===== src/rtl/match_timer_ctrl.sv =====
// Match-length timer controller for the pong game: set-time menu adjustment,
// 1 Hz countdown with pause/resume, and match end on time-out or game-over.
module match_timer_ctrl #(
    parameter int CLK_HZ       = 100000000,
    parameter int STEP         = 10,
    parameter int MIN_TIME     = 30,
    parameter int MAX_TIME     = 240,
    parameter int DEFAULT_TIME = 60
) (
    input  logic       clk,
    input  logic       reset,
    input  logic       btn_up,
    input  logic       btn_down,
    input  logic       btn_start,
    input  logic       game_over,
    output logic [7:0] max_time,
    output logic [7:0] time_left,
    output logic [1:0] state,
    output logic       running,
    output logic       sec_tick,
    output logic       time_up
);

    localparam int              PW         = (CLK_HZ > 1) ? $clog2(CLK_HZ) : 1;
    localparam logic [PW-1:0]   PRESC_LAST = PW'(CLK_HZ - 1);
    localparam logic [8:0]      STEP9      = 9'(STEP);
    localparam logic [8:0]      MIN9       = 9'(MIN_TIME);
    localparam logic [8:0]      MAX9       = 9'(MAX_TIME);
    localparam logic [7:0]      DEFAULT8   = 8'(DEFAULT_TIME);

    typedef enum logic [1:0] {
        ST_SET   = 2'd0,
        ST_RUN   = 2'd1,
        ST_PAUSE = 2'd2,
        ST_DONE  = 2'd3
    } state_t;

    state_t        state_q, state_d;
    logic [7:0]    max_time_q, max_time_d;
    logic [7:0]    time_left_q, time_left_d;
    logic [PW-1:0] presc_q, presc_d;
    logic          running_q, running_d;
    logic          sec_tick_q, sec_tick_d;
    logic          time_up_q, time_up_d;
    logic          up_prev_q, down_prev_q, start_prev_q;

    logic       up_press, down_press, start_press;
    logic       tick;
    logic [8:0] up_sum, down_diff;
    logic [7:0] max_adj;

    assign up_press    = btn_up    & ~up_prev_q;
    assign down_press  = btn_down  & ~down_prev_q;
    assign start_press = btn_start & ~start_prev_q;
    assign tick        = (presc_q == PRESC_LAST);

    // Saturating adjustment done in 9 bits so neither bound can wrap.
    always_comb begin
        up_sum    = {1'b0, max_time_q} + STEP9;
        down_diff = {1'b0, max_time_q} - STEP9;
        max_adj   = max_time_q;
        if (up_press && !down_press) begin
            max_adj = (up_sum > MAX9) ? MAX9[7:0] : up_sum[7:0];
        end else if (down_press && !up_press) begin
            max_adj = ({1'b0, max_time_q} < (MIN9 + STEP9)) ? MIN9[7:0] : down_diff[7:0];
        end
    end

    always_comb begin
        // NOTE: every output of this block gets a default first so no path leaves a latch.
        state_d     = state_q;
        max_time_d  = max_time_q;
        time_left_d = time_left_q;
        presc_d     = presc_q;
        sec_tick_d  = 1'b0;
        time_up_d   = 1'b0;

        unique case (state_q)
            ST_SET: begin
                max_time_d  = max_adj;
                time_left_d = max_adj;
                if (start_press) begin
                    state_d = ST_RUN;
                    presc_d = '0;
                end
            end

            ST_RUN: begin
                if (game_over) begin
                    state_d = ST_DONE;
                end else if (tick && (time_left_q == 8'd1)) begin
                    // Final decrement wins even over a simultaneous start press.
                    state_d     = ST_DONE;
                    presc_d     = '0;
                    time_left_d = 8'd0;
                    sec_tick_d  = 1'b1;
                    time_up_d   = 1'b1;
                end else if (start_press) begin
                    state_d = ST_PAUSE;
                end else if (tick) begin
                    presc_d     = '0;
                    time_left_d = time_left_q - 8'd1;
                    sec_tick_d  = 1'b1;
                end else begin
                    presc_d = presc_q + 1'b1;
                end
            end

            ST_PAUSE: begin
                if (game_over) begin
                    state_d = ST_DONE;
                end else if (start_press) begin
                    state_d = ST_RUN;
                end
            end

            ST_DONE: begin
                if (start_press) begin
                    state_d     = ST_SET;
                    time_left_d = max_time_q;
                end
            end

            default: state_d = ST_SET;
        endcase

        running_d = (state_d == ST_RUN);
    end

    always_ff @(posedge clk) begin
        // NOTE: sequential state uses non-blocking assignments only.
        if (reset) begin
            state_q      <= ST_SET;
            max_time_q   <= DEFAULT8;
            time_left_q  <= DEFAULT8;
            presc_q      <= '0;
            running_q    <= 1'b0;
            sec_tick_q   <= 1'b0;
            time_up_q    <= 1'b0;
            // Buttons held through reset must be released before they count.
            up_prev_q    <= 1'b1;
            down_prev_q  <= 1'b1;
            start_prev_q <= 1'b1;
        end else begin
            state_q      <= state_d;
            max_time_q   <= max_time_d;
            time_left_q  <= time_left_d;
            presc_q      <= presc_d;
            running_q    <= running_d;
            sec_tick_q   <= sec_tick_d;
            time_up_q    <= time_up_d;
            up_prev_q    <= btn_up;
            down_prev_q  <= btn_down;
            start_prev_q <= btn_start;
        end
    end

    assign max_time  = max_time_q;
    assign time_left = time_left_q;
    assign state     = state_q;
    assign running   = running_q;
    assign sec_tick  = sec_tick_q;
    assign time_up   = time_up_q;

endmodule


===== config.mk =====
export PLATFORM = sky130hd
export DESIGN_NAME = match_timer_ctrl
export DESIGN_NICKNAME = d
export VERILOG_FILES = /design/src/rtl/match_timer_ctrl.sv
export SDC_FILE = /design/constraint.sdc
export NUM_CORES = 1
export LEC_CHECK = 0
export ABC_AREA = 1
export ABC_CLOCK_PERIOD_IN_PS = 1750
export BUFFER_PORTS_ARGS = -buffer_cell sky130_fd_sc_hd__buf_4
export CORE_MARGIN = 2
export CORE_UTILIZATION = 55
export DETAILED_ROUTE_END_ITERATION = 10
export PLACE_DENSITY = 0.77
export SYNTH_ARGS = -nofsm -noshare
export SYNTH_HDL_FRONTEND = slang
export SYNTH_SLANG_ARGS = --single-unit

===== constraint.sdc =====
create_clock -name clk -period 1.75 [get_ports clk]
set_clock_uncertainty 0.05 [all_clocks]
set_input_delay 0 -clock clk [delete_from_list [all_inputs] [get_ports clk]]
set_output_delay 0 -clock clk [all_outputs]
set_load 0.01 [all_outputs]

Yosys cells after proc, flatten, opt, wreduce, memory -nomap -nowiden. Cells that the tools add are included.

Multiplexer cells: 27. Add/sub/neg operators: 4. Reduce and logical (&&, ||, !) cells: 11. Magnitude comparators: 2. Equality and inequality tests: 11. Bitwise operators: 7.

Operator list (number): $mux W27 (5); $mux W8 (9); $pmux W27 S2 (1); $add A27 B1 Y27 const B (1); $eq A27 B27 Y1 const B (1); $pmux W8 S3 (1); $mux W2 (6); $add A8 B4 Y9 const B (1); $gt A9 B8 Y1 const B (1); $eq A8 B1 Y1 const B (1); $lt A8 B6 Y1 const B (1); $pmux W2 S4 (1); $sub A8 B1 Y8 const B (1); $sub A8 B4 Y8 const B (1); $ne A2 B2 Y1 const B (3); $ne A3 B3 Y1 const B (2); $reduce_and A5 Y1 (1); $eq A2 B1 Y1 const B (2); $eq A2 B2 Y1 const B (2); $mux W1 (4); $not A1 Y1 (4); $reduce_and A4 Y1 (1); $and A1 B1 Y1 (3); $logic_and A1 B1 Y1 (3); other kinds (5) (6).

Flip-flop bits (word level): 51. Output and inout port bits: 21. Word-level logic and storage cells: 72.

Longest topological paths before layout. Gate-level depths: netlist (run 1).

Word-level depth: 7. Gate-level depth with buffers: 15. Gate-level depth less buffers: 15.

Least setup slack after synthesis (run 1). Ideal clock, no wire load.

Path type: register to register. From: register max_time_q[1], in the netlist max_time[1]. To: register time_left_q[5], in the netlist time_left[5]. Buffers on the path: 1. Cell stages (with the launch flop): 16. Data required time: 1.585 ns. Clock period less this slack: 1.872 ns. Path slack: -0.122 ns. Arrival time: 1.707 ns. Cells stage by stage: dfxtp_1 -> clkbuf_1 -> inv_1 -> ha_1 -> nor2_1 -> nand2_1 -> nand2_1 -> nor2_1 -> nand3_1 -> nand2_1 -> nand2_1 -> nand2_1 -> nand2_1 -> nand2_1 -> nand2_1 -> nand2_1.

Word-level cells in the longest chain between the ends: 5. Elaborated cells between the ends (all ways): 9. Those cells by class: add/sub: 2; order compare: 2; mux: 5.

Ends and longest elaborated chain: from (decl) (line 39) `logic [7:0] max_time_q, max_time_d;`; from (signal assigned) (line 146) `max_time_q <= max_time_d;`; $add A8 B4 Y9 (tied with other cells) (line 59) `up_sum = {1'b0, max_time_q} + STEP9;`; $gt A9 B8 Y1 or $mux W8 (tied branches) (line 63, 65); $mux W8, on equally long branches (line 63, 64); $mux W8 * (line 62) `if (up_press && !down_press) begin`; $pmux W8 S3 * (line 78) `unique case (state_q)`; to (signal assigned) (line 147) `time_left_q <= time_left_d;`; to (decl) (line 40) `logic [7:0] time_left_q, time_left_d;`.

Every way passes the cells marked *; elsewhere a longest branch is shown, timed or not. A chain may end at the register's enable or synchronous reset.

Worst setup path in the final report (run 1).
From: register presc_q[8]. To: register time_left_q[3], in the netlist time_left[3].

Word-level cells in the longest chain between the ends: 5. Elaborated cells between the ends (all ways): 8. Those cells by class: eq/ne: 3; mux: 3; reduce/logical: 2.

Ends and longest elaborated chain: from (decl) (line 41) `logic [PW-1:0] presc_q, presc_d;`; from (signal assigned) (line 148) `presc_q <= presc_d;`; $eq A27 B27 Y1 * (line 55) `assign tick = (presc_q == PRESC_LAST);`; $logic_and A1 B1 Y1 (line 91) `end else if (tick && (time_left_q == 8'd1)) begin`; $mux W8 (line 91); $mux W8 (line 89) `if (game_over) begin`; $pmux W8 S3 (line 78).

Every way passes the cells marked *; elsewhere a longest branch is shown, timed or not. The select of a mux whose other input is x is not followed.

==> results of run 1 <==
## stage by stage
step                TNS, ps  hold WS [ps]
finish                 -588          38.1
global route          -3450          47.0
CTS                       0          14.8
detailed placement     -151           143
global placement          0           133
floorplan             -18.6          46.4
## repair_timing
item,4_1_cts,5_1_grt
setup endpoints to repair,24,44
hold endpoints to repair,5,0
setup buffers,0,8
pin swaps,0,42
resized for setup,10,153
cloned,0,3
hold buffers,4,0
## path summary, 6_finish.rpt
kind / cells past startpoint / from / to
worst min register to register: 2 / presc_q[19] / presc_q[19]
worst max register to register: 12 / presc_q[8] / time_left[3]
worst max-delay path: 12 / presc_q[8] / time_left[3]
worst min-delay path: 2 / reset / presc_q[24]
## Yosys cell counts, drive strengths merged, types with 3 or more instances
| cell | instances |
|---|---|
| nor3 | 5 |
| a21oi | 37 |
| nand4 | 3 |
| ha | 10 |
| xnor2 | 5 |
| and2 | 3 |
| inv | 79 |
| dfxtp | 51 |
| nand3 | 82 |
| clkbuf | 13 |
| or2 | 5 |
| xor2 | 9 |
| buf | 11 |
| o21ai | 29 |
| nand2 | 211 |
| o211ai | 3 |
| nor2 | 110 |
## layout make-up
cell class,instances,area share
repair buffers,113,0.177
flip-flops and latches,51,0.195
clock buffers,8,0.0183
well taps,96,0.0219
multi-input cells,522,0.533
inverters,79,0.0550
## metal layers
metal	vias up	track usage
li1	2321	-
met1	2230	0.357
met5	-	0
met3	54	0.0415
met2	229	0.570
met4	0	0.103
## where the power goes
group          leakage [nW]  internal (mW)  switching [mW]
Combinational          1.89          0.395           0.536
Sequential            0.428           1.21          0.0488
Clock                0.0515          0.363           0.422
Total                  2.37           1.96            1.01
## worst register-to-register path, delay by kind of cell, from the launching register on
| kind | cells | cell delay, ps |
|---|---|---|
| simple gates | 9 | 1030 |
| flops | 1 | 380 |
| buf+inv | 2 | 120 |
| compound gates | 1 | 160 |
## cells by family (layout without fill, tap and decap cells)
| family | after synthesis | count (layout) |
|---|---|---|
| flip-flops | 51 | 51 |
| buffers and inverters | 103 | 200 |
| adder cells (fa/ha/maj) | 10 | 10 |
| XOR/XNOR | 14 | 14 |
| AND/OR/NAND/NOR | 420 | 421 |
| AO/OA/AOI/OAI | 77 | 77 |
## flip-flops by register name, indices dropped and copies added (netlist names)
register      flops
presc_q          27
max_time          8
time_left         8
state             2
down_prev_q       1
running           1
sec_tick          1
start_prev_q      1
time_up           1
up_prev_q         1
==> impl_metrics.yaml, run 1 <==
final_layout:
  area_growth_pct: 41.0
  layout.cells.most_common: "sky130_fd_sc_hd__nand2_1"
  nFillCells: 494
  drive_above_1_share: 0.342
  nets: 788
  postLayoutCellArea_sq_mm: 0.00548
  seq_area_sq_mm: 0.00107
  fin_cells: 869
  antenna_cells: 0
  finish.utilization: 0.802
  mostFrequentLayoutCells: "sky130_fd_sc_hd__nand2_1 (183), sky130_fd_sc_hd__buf_4 (98), sky130_fd_sc_hd__nor2_1 (81)"
  multi_input_area_sq_mm: 0.00292
yosys:
  yosysWarnings: 0
  top_reg_cell_synth: "sky130_fd_sc_hd__dfxtp_1"
  synth-seq-cells: 51
  synth_nets: 691
  post_synthesis_share_of_cell_area_spent_on_and_or_nand_and_nor_gates: 0.461
  combinational_family_with_the_most_area_after_synthesis: "simple AND/OR/NAND/NOR gates"
  xor_xnor_portion_of_the_synthesized_cell_area: 0.0315
  yosysTopAreaCell: "sky130_fd_sc_hd__dfxtp_1"
  synth_top_cells_by_area: "sky130_fd_sc_hd__dfxtp_1 (26%), sky130_fd_sc_hd__nand2_1 (20%), sky130_fd_sc_hd__nand3_1 (10%), sky130_fd_sc_hd__nor2_1 (10%), sky130_fd_sc_hd__inv_1 (7.3%)"
  netlist_instances: 675
  synth_area_in_compound_gates: 0.106
  ys_seq_area_frac: 0.263
  yosys.cell_types.count: 34
  synth_async_sr_flop_share: 0
  count_of_flip_flops_with_a_built_in_enable_after_synthesis: 0
  synth.mux.area_fraction: 0
  synth_top_area_frac: 0.263
  synth-adder-area-share: 0.0322
  synth.avg_cell_area_sq_um: 5.76
  synth.cell_area_sq_mm: 0.00389
timing:
  layout_min_cycle_time_ps: 1850
  worst_slew_margin_rel: 0.658
  report.final.hold_viol_count: 0
  rsz_0062_raised_after_global_routing: "true"
  report.final.setup_viol: 13
  fmax_mhz: 539
  worst_slack_ps: -104
  worst_pin_slew_ps: 507
  slew_violations: 0
  final_min_period_over_clock_period: 1.06
worst_setup_path:
  critical_path.max_fanout: 6
  worstPathCellList: "inv_2 -> nand2_1 -> nor2_1 -> nand3_2 -> nor2_4 -> nand2_2 -> nand2_2 -> inv_2 -> nor2_4 -> nand2_4 -> a21oi_2 -> nand2_1"
  worstPathArrival_ps: 2020
  crit_family: "simple AND/OR/NAND/NOR gates"
  cp-end-kind: "register"
  cp-start-kind: "register"
  cp_num_buf_inv: 2
  data_required_time_at_the_worst_endpoint_ps: 1910
  critical_path.slowest_cell: "sky130_fd_sc_hd__dfxtp_4"
  crit_path_max_incr_delay_ps: 380
  rrSetupSlack_ps: -100
  crit_type: "reg -> reg"
clock_tree:
  numClockSinks: 51
  cts_buffers: 5
  clk-insertion-delay-late_ps: 310
  clk_pin_slew_ps: 100
  clock-root-buffer: "sky130_fd_sc_hd__clkbuf_8"
  cts_tree: "done"
  cts.htree.levels: 2
  clock_tree.buffer_depth: 2
pwr:
  ir_drop_mv: 0.513
  cellLeakagePower_nw: 2.37
  fin_total_pwr_mw: 2.97
  power_density_mw_per_mm2: 542
grt:
  grt_first_pass_wirelength_microns: 19100
  initial_antenna_violation_count: 0
  grt_util_all_layers: 0.305
  first_global_vias: 4331
  pin_count_of_the_biggest_net_entering_global_routing: 26
  globalRoute.totalOverflow: 0
floorplan:
  start_util: 0.569
  chipHeight_microns: 88.1
  core_area_sq_mm: 0.00683
  die_width_microns: 88.1
  fp.dieArea_sq_mm: 0.00776
  boundaryPins: 27
  fp-row-count: 30
route:
  final_antenna_net_count: 0
  wl_per_cell_microns: 14.9
  met3_wirelength_microns: 791
  routed-wl-met2_microns: 6690
  drt-vias-per-instance: 5.56
  drt-pass1-iter-count: 5
  met1Wirelength_microns: 4960
  drt_wl_total_microns: 13000
  drt_drc_violations_left: 0
  route.vias.total: 4834
  detail_route.iter0.violations: 393
  maxUsedRoutingLayer: "met4"
place:
  io_buffer_count: 26
  gpl.final_weighted_congestion: 0.965
  dpl.cell_count: 846
  placement.setup.worst_slack_ps: -27.5
  post-dp-hpwl_microns: 8660
  placed_area_sq_mm: 0.00471
run:
  maxCapViolations: 0
run_status:
  status: "finished, violations left"
  violations: "negative setup slack"
hold_path:
  hold_path_class: "in -> reg"
Note: power is estimated with default switching activity, not from simulation.
==> run 2, diff against run 1 <==
--- a/config.mk
+++ b/config.mk
@@ -5,13 +5,12 @@
 export SDC_FILE = /design/constraint.sdc
 export NUM_CORES = 1
 export LEC_CHECK = 0
-export ABC_AREA = 1
 export ABC_CLOCK_PERIOD_IN_PS = 1750
 export BUFFER_PORTS_ARGS = -buffer_cell sky130_fd_sc_hd__buf_4
 export CORE_MARGIN = 2
-export CORE_UTILIZATION = 55
+export CORE_UTILIZATION = 54
 export DETAILED_ROUTE_END_ITERATION = 10
-export PLACE_DENSITY = 0.77
+export PLACE_DENSITY = 0.76
 export SYNTH_ARGS = -nofsm -noshare
 export SYNTH_HDL_FRONTEND = slang
 export SYNTH_SLANG_ARGS = --single-unit
==> run 2 against run 1 <==
Compared with the run above: the flow now stops in global routing; synthesized cell count decreased by 39%; synthesized area fell by 14%.
==> impl_metrics.yaml, run 2 <==
clock_tree:
  clock-root-buffer: "sky130_fd_sc_hd__clkbuf_8"
  cts_buffers: 5
  cts.htree.levels: 2
  numClockSinks: 51
  clock_tree.buffer_depth: 2
place:
  io_buffer_count: 26
  placement.setup.worst_slack_ps: -459
  dpl.cell_count: 630
  gpl.final_weighted_congestion: 0.936
  post-dp-hpwl_microns: 8230
yosys:
  synth_top_cells_by_area: "sky130_fd_sc_hd__dfxtp_1 (31%), sky130_fd_sc_hd__nand2_1 (4.5%), sky130_fd_sc_hd__nor2_1 (4.4%), sky130_fd_sc_hd__a21oi_1 (3.9%), sky130_fd_sc_hd__ha_1 (3.8%)"
  yosysTopAreaCell: "sky130_fd_sc_hd__dfxtp_1"
  top_reg_cell_synth: "sky130_fd_sc_hd__dfxtp_1"
  synth-seq-cells: 51
  count_of_flip_flops_with_a_built_in_enable_after_synthesis: 0
  ys_seq_area_frac: 0.307
  synth.avg_cell_area_sq_um: 8.03
  netlist_instances: 414
  yosys.cell_types.count: 74
  synth.cell_area_sq_mm: 0.00333
  post_synth_most_frequent_cells: "sky130_fd_sc_hd__dfxtp_1 (51), sky130_fd_sc_hd__nand2_1 (40), sky130_fd_sc_hd__nor2_1 (39)"
  yosysWarnings: 0
  synth.most_common_cell: "sky130_fd_sc_hd__dfxtp_1"
  synth_top_area_frac: 0.307
  synth_nets: 430
  synth_async_sr_flop_share: 0
floorplan:
  start_util: 0.562
  die_width_microns: 82.5
  boundaryPins: 27
  fp-row-count: 28
  chipHeight_microns: 82.5
timing:
  timing.grt.repair.worst_endpoint: "presc_q[21]$_SDFFE_PP0P_/D"
  worst_endpoint_kind: "sequential cell input"
run_status:
  flow.stopped_at: "global routing"
  status: "did not finish"
  error_line: "[ERROR GRT-0232] Routing congestion too high. Check the congestion heatmap in the GUI."
grt:
  pin_count_of_the_biggest_net_entering_global_routing: 30
  globalRoute.totalOverflow: 111
  grt_util_all_layers: 0.812
## run 2: changes by cell type after synthesis, moves of 7 or more
cell,change
sky130_fd_sc_hd__nand2_1,-165
sky130_fd_sc_hd__nand3_1,-65
sky130_fd_sc_hd__nor2_1,-65
sky130_fd_sc_hd__inv_1,-62
sky130_fd_sc_hd__nor2b_1,+13
sky130_fd_sc_hd__a21oi_1,-11
sky130_fd_sc_hd__and3_1,+10
sky130_fd_sc_hd__o211ai_1,+9
sky130_fd_sc_hd__or3_1,+8
sky130_fd_sc_hd__nor3_1,+7
## run 2: layer usage
metal / track usage / overflow
met3: 0.587 / 3
met2: 1.01 / 63
met5: 0.133 / 0
met1: 0.782 / 1
met4: 0.962 / 44
## run 2: cell families after synthesis
logic type | after synthesis | synth area share
fa+ha+maj | 10 | 0.0376
buf+inv | 35 | 0.0444
compound gates | 124 | 0.270
simple gates | 176 | 0.293
xor+xnor | 16 | 0.0421
flops | 51 | 0.307
mux | 2 | 0.00640
## run 2: what timing repair did
action / in CTS
hold buffers: 3
cloned: 0
buffers inserted: 17
endpoints found under the setup margin: 45
pin swaps: 32
endpoints found under the hold margin: 3
gates resized for setup: 64
## run 2: per-stage QoR
step                      setup TNS [ps]  instance area [sq um]
after floorplan                    -9550                   3590
after global placement            -11410                   4770
after detailed placement          -13420                   4770
after CTS                         -16630                   5280
==> run 3, diff against run 2 <==
==> config.mk (replaced) <==
export PLATFORM = sky130hd
export DESIGN_NAME = match_timer_ctrl
export DESIGN_NICKNAME = d
export VERILOG_FILES = /design/src/rtl/match_timer_ctrl.sv
export SDC_FILE = /design/constraint.sdc
export NUM_CORES = 1
export LEC_CHECK = 0
export ABC_CLOCK_PERIOD_IN_PS = 2300
export BUFFER_PORTS_ARGS = -buffer_cell sky130_fd_sc_hd__buf_4
export CORE_MARGIN = 2
export CORE_UTILIZATION = 40
export DETAILED_ROUTE_END_ITERATION = 10
export PLACE_DENSITY_LB_ADDON = 0.15
export SYNTH_ARGS = -nofsm -noshare
export SYNTH_HDL_FRONTEND = slang
export SYNTH_SLANG_ARGS = --single-unit
==> constraint.sdc (replaced) <==
create_clock -name clk -period 2.3 [get_ports clk]
set_clock_uncertainty 0.05 [all_clocks]
set_input_delay 0 -clock clk [delete_from_list [all_inputs] [get_ports clk]]
set_output_delay 0 -clock clk [all_outputs]
set_load 0.01 [all_outputs]
==> run 3 against run 2 <==
Compared with the run above: the flow now finishes without violations; synthesized area unchanged; synthesized cell count unchanged.
==> impl_metrics.yaml, run 3 <==
run_status:
  status: "completed"
timing:
  worst_pin_slew_ps: 667
  fmax_mhz: 437
  rsz_0062_raised_after_global_routing: "true"
  worst_slew_margin_rel: 0.554
  slew_violations: 0
  report.final.hold_viol_count: 0
  layout_min_cycle_time_ps: 2290
  final_min_period_over_clock_period: 0.995
  report.final.setup_viol: 0
grt:
  pin_count_of_the_biggest_net_entering_global_routing: 31
  grt_util_all_layers: 0.215
  grt_first_pass_wirelength_microns: 15500
  initial_antenna_violation_count: 0
  globalRoute.totalOverflow: 0
  first_global_vias: 3149
final_layout:
  drive_above_1_share: 0.288
  layout.cells.most_common: "sky130_fd_sc_hd__buf_4"
  fin_cells: 605
  antenna_cells: 0
  nFillCells: 791
  area_growth_pct: 32.0
  top_register: "presc_q"
  finish.utilization: 0.540
  nets: 515
  largest_reg_flops: 27
  mostFrequentLayoutCells: "sky130_fd_sc_hd__buf_4 (94), sky130_fd_sc_hd__dfxtp_1 (46), sky130_fd_sc_hd__nor2_1 (39)"
worst_setup_path:
  crit_family: "simple AND/OR/NAND/NOR gates"
  cp_num_buf_inv: 3
  crit_type: "reg -> reg"
  crit_path_max_incr_delay_ps: 410
  critical_path.max_fanout: 5
  data_required_time_at_the_worst_endpoint_ps: 2510
  worstReg2RegStart: "time_left[1]"
  critical_path.slowest_cell: "sky130_fd_sc_hd__or4_4"
  regToRegEndpoint: "presc_q[24]"
  worstPathArrival_ps: 2500
  worstPathCellList: "inv_2 -> ha_4 -> nor4b_4 -> nand4_1 -> nor4_4 -> buf_4 -> o2111ai_4 -> buf_6 -> or4_4 -> nand2_2"
  rrSetupSlack_ps: 10
  r2r_cells: 10
  cp-start-kind: "register"
  cp-end-kind: "register"
place:
  post-dp-hpwl_microns: 7080
  dpl.cell_count: 588
  gpl.final_weighted_congestion: 0.883
  io_buffer_count: 26
floorplan:
  die_width_microns: 95.2
  core_area_sq_mm: 0.00813
  fp-row-count: 33
  chipHeight_microns: 95.2
  start_util: 0.409
  boundaryPins: 27
  fp.dieArea_sq_mm: 0.00906
yosys:
  synth_top_area_frac: 0.307
  synth_nets: 430
  synth-seq-cells: 51
  yosys.cell_types.count: 74
  top_reg_cell_synth: "sky130_fd_sc_hd__dfxtp_1"
  synth.most_common_cell: "sky130_fd_sc_hd__dfxtp_1"
  synth_top_cells_by_area: "sky130_fd_sc_hd__dfxtp_1 (31%), sky130_fd_sc_hd__nand2_1 (4.5%), sky130_fd_sc_hd__nor2_1 (4.4%), sky130_fd_sc_hd__a21oi_1 (3.9%), sky130_fd_sc_hd__ha_1 (3.8%)"
  yosysWarnings: 0
  synth_async_sr_flop_share: 0
  netlist_instances: 414
  yosysTopAreaCell: "sky130_fd_sc_hd__dfxtp_1"
  synth.cell_area_sq_mm: 0.00333
  count_of_flip_flops_with_a_built_in_enable_after_synthesis: 0
  synth.avg_cell_area_sq_um: 8.03
  post_synth_most_frequent_cells: "sky130_fd_sc_hd__dfxtp_1 (51), sky130_fd_sc_hd__nand2_1 (40), sky130_fd_sc_hd__nor2_1 (39)"
  ys_seq_area_frac: 0.307
hold_path:
  worstHoldPathCells: 3
  hold_path_end: "state[1]"
  hold_path_class: "in -> reg"
  worstHoldStart: "game_over"
route:
  final_antenna_net_count: 0
  detail_route.iter0.violations: 243
  drt_drc_violations_left: 0
  drt_wl_total_microns: 9570
  route.vias.total: 3441
  drt-pass1-iter-count: 4
  wl_per_cell_microns: 15.8
  drt-vias-per-instance: 5.69
clock_tree:
  numClockSinks: 51
  clk-insertion-delay-late_ps: 310
  clk_pin_slew_ps: 100
  cts_buffers: 5
  cts_tree: "done"
  cts.htree.levels: 2
  clock_tree.buffer_depth: 2
  clock-root-buffer: "sky130_fd_sc_hd__clkbuf_8"
run:
  maxCapViolations: 0
pwr:
  fin_total_pwr_mw: 1.98
  power_density_mw_per_mm2: 451
  ir_drop_mv: 0.220
  cellLeakagePower_nw: 1.74
## run 3: logic make-up (layout without fill, tap and decap cells)
logic type,count (synthesis),count (layout),share of synthesized area
and+or+nand+nor,176,176,0.293
AOI/OAI and AO/OA,124,124,0.270
DFF,51,51,0.307
buffers and inverters,35,121,0.0444
xor gates and xnor gates,16,16,0.0421
adders and majority gates,10,10,0.0376
muxes,2,2,0.00640
## run 3: where the power goes
group | internal [mW] | leakage (nW) | total [mW] | switching, mW
Sequential | 0.908 | 0.414 | 0.937 | 0.0288
Clock | 0.358 | 0.0618 | 0.685 | 0.326
Combinational | 0.169 | 1.27 | 0.358 | 0.190
## run 3: how the worst max path moves through the flow
stage,startpoint,to,slack (ps),cells past startpoint
detailed placement,presc_q[12],presc_q[19],30,7
floorplan,max_time[1],time_left[0],6,9
finish,time_left[1],presc_q[24],10,10
global route,time_left[1],presc_q[19],-120,11
CTS,state[1],presc_q[19],4,9
global placement,state[1],presc_q[19],20,9
## run 3: metrics by stage
| stage | cell area [sq um] | setup WS [ps] | TNS [ps] | hold slack, ps |
|---|---|---|---|---|
| 2_1_floorplan | 3330 | 6.13 | 0 | 56.6 |
| 3_3_place_gp | 4040 | 20.4 | 0 | 154 |
| 3_5_place_dp | 4040 | 25.0 | 0 | 160 |
| 4_1_cts | 4230 | 4.12 | 0 | 14.3 |
| 5_1_grt | 4390 | -120 | -755 | 19.1 |
| 6_report | 4390 | 10.6 | 0 | 22.4 |
## run 3: final cells by class
type | instances | area, sq um | area share
clock buffer | 6 | 82.6 | 0.0188
multi-input combinational | 328 | 2290 | 0.523
tap | 105 | 131 | 0.0299
clock inverter | 2 | 38.8 | 0.00884
sequential | 51 | 1030 | 0.234
timing repair buffer | 99 | 762 | 0.174
inverter | 14 | 52.6 | 0.0120
## run 3: layer usage
layer  vias up  GRT usage  routed length [microns]
met4         0     0.0447                       93
met5         -          0                        0
li1       1714          -                        -
met3         9     0.0324                      489
met1      1630      0.336                     4930
met2        88      0.308                     4060
## run 3: what timing repair did
item / in CTS / in global routing
hold buffers: 3 / 0
cloned: 0 / 0
setup endpoints to repair: 6 / 28
hold endpoints to repair: 3 / 0
pin swaps: 0 / 7
gates resized for setup: 5 / 30
buffers inserted: 0 / 6
## run 3: worst register-to-register path: cells and delay by family (launching register included)
kind,cells,cell delay [ps]
adders and majority gates,1,120
and+or+nand+nor,5,1170
AOI/OAI and AO/OA,1,120
DFF,1,340
buffers and inverters,3,430
==> run 4, diff against run 3 <==
--- a/config.mk
+++ b/config.mk
@@ -10,6 +10,7 @@
 export CORE_MARGIN = 2
 export CORE_UTILIZATION = 40
 export DETAILED_ROUTE_END_ITERATION = 10
+export HOLD_SLACK_MARGIN = 0.03
 export PLACE_DENSITY_LB_ADDON = 0.15
 export SYNTH_ARGS = -nofsm -noshare
 export SYNTH_HDL_FRONTEND = slang
==> run 4 against run 3 <==
Compared with the run above: via count barely moved; count of clock-buffer cells in the layout did not move; non-clock buffer count rose by 1; critical endpoint unchanged; largest cell class unchanged.
==> impl_metrics.yaml, run 4 (synthesis gave the netlist of run 3 again) <==
worst_setup_path:
  worstPathArrival_ps: 2500
  critical_path.max_fanout: 5
  crit_path_max_incr_delay_ps: 410
  rrSetupSlack_ps: 10
  worstReg2RegStart: "time_left[1]"
  worstPathCellList: "inv_2 -> ha_4 -> nor4b_4 -> nand4_1 -> nor4_4 -> buf_4 -> o2111ai_4 -> buf_6 -> or4_4 -> nand2_2"
  cp-startpoint: "time_left[1]"
  cp-start-kind: "register"
  crit_type: "reg -> reg"
  cp-end-kind: "register"
  critical_path.slowest_cell: "sky130_fd_sc_hd__or4_4"
  regToRegEndpoint: "presc_q[24]"
  r2r_cells: 10
  data_required_time_at_the_worst_endpoint_ps: 2510
run:
  maxCapViolations: 0
pwr:
  seqPwrFrac: 0.472
  fin_total_pwr_mw: 1.98
  power.net_switching_mw: 0.547
  power_density_mw_per_mm2: 451
  share_comb_of_total_power: 0.181
  cellLeakagePower_nw: 1.75
  switching_share: 0.276
  internal_power_mw: 1.44
  power.share.clock: 0.346
  ir_drop_mv: 0.220
hold_path:
  hold_path_end: "presc_q[14]"
  worstHoldPathCells: 2
  worstHoldStart: "reset"
  hold_path_class: "in -> reg"
timing:
  report.final.hold_viol_count: 0
  layout_min_cycle_time_ps: 2290
  fmax_mhz: 437
  worst_slew_margin_rel: 0.554
  worst_slack_ps: 10.8
  rsz_0062_raised_after_global_routing: "true"
  report.final.setup_viol: 0
  final_min_period_over_clock_period: 0.995
  worst_pin_slew_ps: 667
  slew_violations: 0
floorplan:
  chipHeight_microns: 95.2
  boundaryPins: 27
  fp.dieArea_sq_mm: 0.00906
  core_area_sq_mm: 0.00813
  fp-row-count: 33
  start_util: 0.409
  die_width_microns: 95.2
grt:
  globalRoute.totalOverflow: 0
  grt_util_all_layers: 0.215
  first_global_vias: 3152
  pin_count_of_the_biggest_net_entering_global_routing: 31
  initial_antenna_violation_count: 0
  grt_first_pass_wirelength_microns: 15600
route:
  drt_wl_total_microns: 9570
  drt-pass1-iter-count: 4
  detail_route.iter0.violations: 245
  drt_drc_violations_left: 0
  final_antenna_net_count: 0
  drt-vias-per-instance: 5.68
  route.vias.total: 3440
  wl_per_cell_microns: 15.8
place:
  io_buffer_count: 26
  placed_area_sq_mm: 0.00404
  gpl.final_weighted_congestion: 0.883
  dpl.cell_count: 588
  post-dp-hpwl_microns: 7080
  placement.setup.worst_slack_ps: 25.0
clock_tree:
  clk-insertion-delay-late_ps: 310
  clock-root-buffer: "sky130_fd_sc_hd__clkbuf_8"
  numClockSinks: 51
  clock_tree.buffer_depth: 2
  cts_tree: "done"
  cts_buffers: 5
  clk_pin_slew_ps: 100
  cts.htree.levels: 2
final_layout:
  layout.cells.most_common: "sky130_fd_sc_hd__buf_4"
  mostFrequentLayoutCells: "sky130_fd_sc_hd__buf_4 (94), sky130_fd_sc_hd__dfxtp_1 (46), sky130_fd_sc_hd__nor2_1 (39)"
  drive_above_1_share: 0.287
  antenna_cells: 0
  area_growth_pct: 32.3
  postLayoutCellArea_sq_mm: 0.00440
  nets: 516
  largest_reg_flops: 27
  top_register: "presc_q"
  fin_cells: 606
run_status:
  status: "completed"
run 4: cell types whose count changed in the layout (fill, tap and decap cells not counted):
cell,before,now
sky130_fd_sc_hd__dlygate4sd3_1,3,4
run 4: worst max-delay path by stage:
stage	endpoint	slack [ps]
detailed placement	presc_q[19]	30
finish	presc_q[24]	10
global route	presc_q[19]	-120
global placement	presc_q[19]	20
CTS	presc_q[19]	4
floorplan	time_left[0]	6
run 4: repair_timing:
item                                   4_1_cts  5_1_grt
gates resized for setup                      5       30
buffers inserted                             0        6
hold buffers                                 4        0
gates cloned                                 0        0
setup endpoints to repair                    6       28
endpoints found under the hold margin        5        0
pin swaps                                    0        7
run 4: per-stage QoR:
stage               setup TNS, ps   util  hold slack, ps
floorplan                       0      -            56.6
global placement                0  0.497             154
detailed placement              0  0.497             160
CTS                             0  0.521            38.5
global route                 -755  0.541            62.8
finish                          0  0.541            29.7
run 4: power groups by stage:
stage	registers, mW	logic [mW]	clock network [mW]
floorplan	0.961	0.187	0
global placement	0.953	0.340	0
detailed placement	0.954	0.340	0
CTS	0.934	0.348	0.697
global route	0.941	0.393	0.739
finish	0.937	0.360	0.687
run 4: area by class of cell:
class	count	area, sq um
repair buffers	100	772
fillers	790	3730
clock buffers	6	82.6
well taps	105	131
flip-flops and latches	51	1030
inverters	14	52.6
clock inverters	2	38.8
multi-input cells	328	2290
run 4: critical path, delay by kind of cell (launching register included):
kind                       cells  cell delay, ps
buffers and inverters          3             430
AOI/OAI and AO/OA              1             120
and+or+nand+nor                5            1160
DFF                            1             340
adders and majority gates      1             120
run 4: layer usage:
metal	share of wire	vias to the layer above	GRT usage
met1	0.52	1623	0.337
met3	0.050	9	0.0308
li1	-	1719	-
met5	0	-	0
met2	0.42	89	0.308
met4	0.0097	0	0.0447
